==> src/rtl/vga_timing_gen.sv <==
// Parametrised VGA raster timing generator.
// Produces registered horizontal/vertical counts, blanking and sync flags,
// plus line/frame start strobes. Flags are decoded from the next count so
// every output in a given cycle describes the same raster position.
module vga_timing_gen #(
  parameter int CNT_W    = 11,
  parameter int H_ACTIVE = 800,
  parameter int H_FP     = 40,
  parameter int H_SYNC   = 128,
  parameter int H_BP     = 88,
  parameter int V_ACTIVE = 600,
  parameter int V_FP     = 1,
  parameter int V_SYNC   = 4,
  parameter int V_BP     = 23,
  parameter bit H_POL    = 1'b1,
  parameter bit V_POL    = 1'b1
) (
  input  logic             clk,
  input  logic             rst,
  input  logic             ce,
  output logic [CNT_W-1:0] hcount,
  output logic [CNT_W-1:0] vcount,
  output logic             hblnk,
  output logic             vblnk,
  output logic             hsync,
  output logic             vsync,
  output logic             line_start,
  output logic             frame_start
);

  localparam int unsigned H_TOTAL = H_ACTIVE + H_FP + H_SYNC + H_BP;
  localparam int unsigned V_TOTAL = V_ACTIVE + V_FP + V_SYNC + V_BP;
  localparam int unsigned HS_BEG  = H_ACTIVE + H_FP;
  localparam int unsigned HS_END  = H_ACTIVE + H_FP + H_SYNC;
  localparam int unsigned VS_BEG  = V_ACTIVE + V_FP;
  localparam int unsigned VS_END  = V_ACTIVE + V_FP + V_SYNC;

  localparam logic [CNT_W-1:0] H_LAST = CNT_W'(H_TOTAL - 1);
  localparam logic [CNT_W-1:0] V_LAST = CNT_W'(V_TOTAL - 1);

  // Both counters must be able to hold their last position.
  if ((H_TOTAL - 1) >= (64'd1 << CNT_W) || (V_TOTAL - 1) >= (64'd1 << CNT_W)) begin : g_width_check
    $error("vga_timing_gen: CNT_W too small for H_TOTAL/V_TOTAL");
  end

  // ST_LAUNCH announces position (0,0) once after reset before counting starts.
  typedef enum logic {
    ST_LAUNCH,
    ST_RUN
  } state_t;

  state_t           state_q, state_d;
  logic [CNT_W-1:0] h_q, h_d;
  logic [CNT_W-1:0] v_q, v_d;
  logic             hblnk_q, hblnk_d;
  logic             vblnk_q, vblnk_d;
  logic             hsync_q, hsync_d;
  logic             vsync_q, vsync_d;
  logic             ls_q, ls_d;
  logic             fs_q, fs_d;

  // Next position, strobes and flags decoded from the next position.
  always_comb begin
    state_d = state_q;
    h_d     = h_q;
    v_d     = v_q;
    ls_d    = 1'b0;
    fs_d    = 1'b0;
    unique case (state_q)
      ST_LAUNCH: begin
        state_d = ST_RUN;
        h_d     = '0;
        v_d     = '0;
        ls_d    = 1'b1;
        fs_d    = 1'b1;
      end
      ST_RUN: begin
        if (ce) begin
          if (h_q == H_LAST) begin
            h_d  = '0;
            ls_d = 1'b1;
            if (v_q == V_LAST) begin
              v_d  = '0;
              fs_d = 1'b1;
            end else begin
              v_d = v_q + CNT_W'(1);
            end
          end else begin
            h_d = h_q + CNT_W'(1);
          end
        end
      end
    endcase
    hblnk_d = (32'(h_d) >= H_ACTIVE);
    vblnk_d = (32'(v_d) >= V_ACTIVE);
    hsync_d = (32'(h_d) >= HS_BEG && 32'(h_d) < HS_END) ? H_POL : ~H_POL;
    vsync_d = (32'(v_d) >= VS_BEG && 32'(v_d) < VS_END) ? V_POL : ~V_POL;
  end

  // State and output registers with synchronous reset.
  always_ff @(posedge clk) begin
    if (rst) begin
      state_q <= ST_LAUNCH;
      h_q     <= '0;
      v_q     <= '0;
      hblnk_q <= 1'b0;
      vblnk_q <= 1'b0;
      hsync_q <= ~H_POL;
      vsync_q <= ~V_POL;
      ls_q    <= 1'b0;
      fs_q    <= 1'b0;
    end else begin
      state_q <= state_d;
      h_q     <= h_d;
      v_q     <= v_d;
      hblnk_q <= hblnk_d;
      vblnk_q <= vblnk_d;
      hsync_q <= hsync_d;
      vsync_q <= vsync_d;
      ls_q    <= ls_d;
      fs_q    <= fs_d;
    end
  end

  assign hcount      = h_q;
  assign vcount      = v_q;
  assign hblnk       = hblnk_q;
  assign vblnk       = vblnk_q;
  assign hsync       = hsync_q;
  assign vsync       = vsync_q;
  assign line_start  = ls_q;
  assign frame_start = fs_q;

endmodule

==> config.mk <==
export PLATFORM = sky130hd
export DESIGN_NAME = vga_timing_gen
export DESIGN_NICKNAME = d
export VERILOG_FILES = /design/src/rtl/vga_timing_gen.sv
export SDC_FILE = /design/constraint.sdc
export NUM_CORES = 1
export LEC_CHECK = 0
export CAP_MARGIN = 20
export CORE_AREA = 2 2 63 65
export DETAILED_ROUTE_END_ITERATION = 10
export DIE_AREA = 0 0 65 67
export HOLD_SLACK_MARGIN = 0.1
export PLACE_DENSITY = 0.67
export SLEW_MARGIN = 20
export SYNTH_ARGS = -nofsm -noshare
export SYNTH_HDL_FRONTEND = slang
export SYNTH_SLANG_ARGS = --single-unit
==> constraint.sdc <==
create_clock -name clk -period 2.25 [get_ports clk]
set_input_delay 0.225 -clock clk [delete_from_list [all_inputs] [get_ports clk]]
set_output_delay 0.225 -clock clk [all_outputs]
set_load 0.01 [all_outputs]
==> reports/metrics.csv <==
stage,metric,value,unit
status,status,"finished, final reports clean",
timing,Total Negative Setup Slacks,0,ps
place,gpl congestion,1.006,
floorplanning,die boundary height,67,um
timing,Fin Hold WS,568.1,ps
routing,final routed wirelength across all metal layers,4.512,mm
timing,final hold vios,0,
global_routing,GRT Residual Overflow,0,
finish,final instance count without filler cells,303,
global_routing,global-route total usage across every layer,22.71,%
yosys,Mapped Avg Cell Area,8.717,um^2
routing,DRC errors left,0,
routing,Routed WL per cell,14.89,um
yosys,Netlist Area Pre-Place,1587,um^2
finish,multi-input gate area in the final layout,989.7,um^2
clock_tree,later-pin clock latency in the skew report,280,ps
floorplanning,die width,65,um
floorplanning,IO Pins,31,
yosys,area fraction of the dominant cell type after synthesis,36.59,%
timing,relative slew slack,70.88,%
routing,"antenna viol nets, final",0,
yosys,number of nets produced by synthesis,187,
yosys,Synthesis Warnings,0,
global_routing,global-route wire length before repair,7.458,mm
global_routing,met1 routing resource usage after global routing,24.41,%
setup_path,Register-to-Register Setup Slack,20,ps
finish,number of fill cells,337,
place,post-detailed-placement half-perimeter wirelength,3.382,mm
finish,Final Cell Area,2375,um^2
yosys,number of synthesized register bits,29,
finish,area grow syn2layout,49.68,%
floorplanning,std cell rows,22,
clock_tree,total clock buffers created by CTS,5,
timing,total of endpoints with negative setup slack in the final report,0,
setup_path,capture instance of the worst register-to-register path,vsync,
global_routing,largest net degree at the start of global routing,11,
timing,final worst path period share,98.95,%
floorplanning,Core Area,3606,um^2
min_path,WHS Endpoint,vcount[1],
timing,slew at the pin closest to its max-slew limit,431.3,ps
pwr,Power per Cell Area,415.4,nW/um^2
yosys,Cell variety after synth,44,
timing,setup repair after global routing missed its margin,true,
finish,Final Util,65.86,%
timing,Setup Skew,3.112,ps
timing,Max Fclk,449.2,MHz
clock_tree,TritonCTS clock tree,done,
yosys,top area cells in the synthesized netlist,"dfxtp_1 37%, nor2_1 6.9%, xnor2_1 6.6%",
setup_path,number of cells on the worst reg-to-reg path,7,
place,total of buffers placed on input and output ports,30,
global_routing,antenna violations before repair,0,
pwr,leakage dissipation,0.9214,nW
timing,total count of max-transition violations in the final report,0,
job,Maximum Capacitance Violations,0,
routing,via/cell ratio,5.340,
min_path,hold_sp,vcount[1],
setup_path,CP startpoint kind,flop,
clock_tree,Root Buffer,clkbuf_8,
setup_path,largest fanout on the critical path,7,
setup_path,Crit Path Category,reg2reg,
clock_tree,Max H-tree Level,2,
finish,footprint of the flip-flops and latches,585.6,um^2
clock_tree,Sink Count,29,
clock_tree,clock-pin transition on the worst setup and hold timing paths,70,ps
setup_path,source of the worst register-to-register timing path,hcount[9],
setup_path,sort of element at the end of the critical path,flop,
place,placed cell area,2210,um^2
setup_path,CP required,2470,ps
finish,ratio of cells with drive above 1 in the final layout,30.98,%
yosys,synthesized instance count,182,
min_path,hold-critical path depth,2,
routing,DRC violation total after the first TritonRoute iteration,94,
finish,net count of the finished layout,259,
floorplanning,starting density of the core,44.00,%
global_routing,GR met2 Demand/Resource,40.34,%
global_routing,number of global-route vias before repair,1624,
routing,total number of vias,1618,
yosys,sequential-to-total area share from yosys stat,36.59,%
global_routing,grt met3 use,5.236,%
place,total placed cells including tap cells,291,
finish,Diodes inserted,0,
yosys,Yosys top cell by area,dfxtp_1,
timing,final critical delay including setup and external delays,2226,ps
pwr,highest ir drop seen on vdd,0.3688,mV
setup_path,data arrival time of the critical path,2440,ps
routing,number of detailed-route iterations in the first pass,4,
min_path,Hold WC Path Type,reg2reg,
floorplanning,die area,4355,um^2
clock_tree,Max clock buf depth,2,
clock_tree,Post-CTS Hold Buffers,0,
global_routing,busiest grt layer,met2,
[cells in the mapped netlist, drive strengths merged]
| cell type | number |
|---|---|
| o211a | 1 |
| o311ai | 1 |
| o21a | 1 |
| and4 | 2 |
| a21o | 1 |
| a21bo | 1 |
| a21oi | 7 |
| or4 | 3 |
| xnor2 | 12 |
| nor2b | 2 |
| and3 | 3 |
| mux2i | 2 |
| a31oi | 1 |
| or3 | 2 |
| o31ai | 1 |
| nor3 | 6 |
| mux2 | 1 |
| buf | 8 |
| nor3b | 2 |
| o21ai | 7 |
| o22ai | 2 |
| and2 | 2 |
| nand2 | 15 |
| xor2 | 5 |
| nand3 | 7 |
| inv | 6 |
| dfxtp | 29 |
| ha | 2 |
| a311oi | 1 |
| clkbuf | 1 |
| or3b | 1 |
| nor2 | 29 |
| nand4 | 9 |
| and4b | 1 |
| nor4 | 7 |
| o311a | 1 |
[power breakdown]
group          switching (mW)  total, mW  internal [mW]
Sequential            0.00428      0.522          0.517
Clock                   0.213      0.426          0.213
Combinational          0.0192     0.0393         0.0200
[worst max path at each step]
| stage | from | slack [ps] | end |
|---|---|---|---|
| final | hcount[9] | 20 | vsync |
| after global routing | hcount[9] | -70 | vsync |
| after CTS | hcount[7] | 1 | vblnk |
| after detailed placement | hcount[7] | -170 | vblnk |
| after global placement | ce | -50 | hsync |
| after floorplan | hcount[7] | -50 | hsync |
[critical path, cell delays in order (launching register included)]
cell and delay, ps:
dfxtp_2 320, or3b_4 440, or4_4 610, nor4_4 170
a21oi_2 100, nor4_4 280, nand3_1 130, nor3_2 110
[area by class of cell]
class,count,area share (%)
Clock inverter,3,0.7376
Inverter,6,0.9484
Clock buffer,5,2.898
Timing Repair Buffer,74,26.55
Sequential cell,29,24.66
Tap cell,48,2.529
Multi-Input combinational cell,138,41.68
[flip-flops by register name (all words and copies together), names as in the netlist]
signal and count:
vblnk 1, vsync 1, vcount 11, frame_start 1
hblnk 1, line_start 1, hsync 1, state_q 1
hcount 11
[kinds of logic (layout without fill, tap and decap cells)]
group	count (synthesis)	after routing	synth area share, %
and+or+nand+nor	91	91	33.83
DFF	29	29	36.59
AOI/OAI and AO/OA	25	25	10.33
xor gates and xnor gates	17	17	9.385
buffers and inverters	15	88	6.309
muxes	3	3	1.972
adders and majority gates	2	2	1.577
[stage by stage]
step                      worst slack [ps]  total power [mW]
final                                23.66            0.9866
after floorplan                     -51.98            0.5494
after global routing                -71.65             1.018
after global placement              -52.15            0.5718
after CTS                            1.436            0.9960
after detailed placement            -169.1            0.5722
[layer usage]
layer	vias up	wire length (um)
met3	14	197
met2	48	2330
met4	0	130
li1	790	-
met5	-	0
met1	766	1853
[timing repair]
item | 4_1_cts | 5_1_grt
pin swaps | 1 | 7
gates cloned | 0 | 0
buffers inserted | 1 | 3
resized for setup | 4 | 8
setup endpoints to repair | 3 | 4
[cells in the final DEF, fill, tap and decap left out, drive strengths merged, types with 3 or more instances in the layout]
master,netlist,routed
nor4,7,7
xor2,5,5
inv,6,6
xnor2,12,12
nand3,7,7
clkdlybuf4s50,0,30
dfxtp,29,29
o21ai,7,7
nand4,9,9
clkbuf,1,5
a21oi,7,7
or4,3,3
buf,8,44
nand2,15,15
nor3,6,6
nor2,29,29
and3,3,3
(Power assumes the default switching activity.)
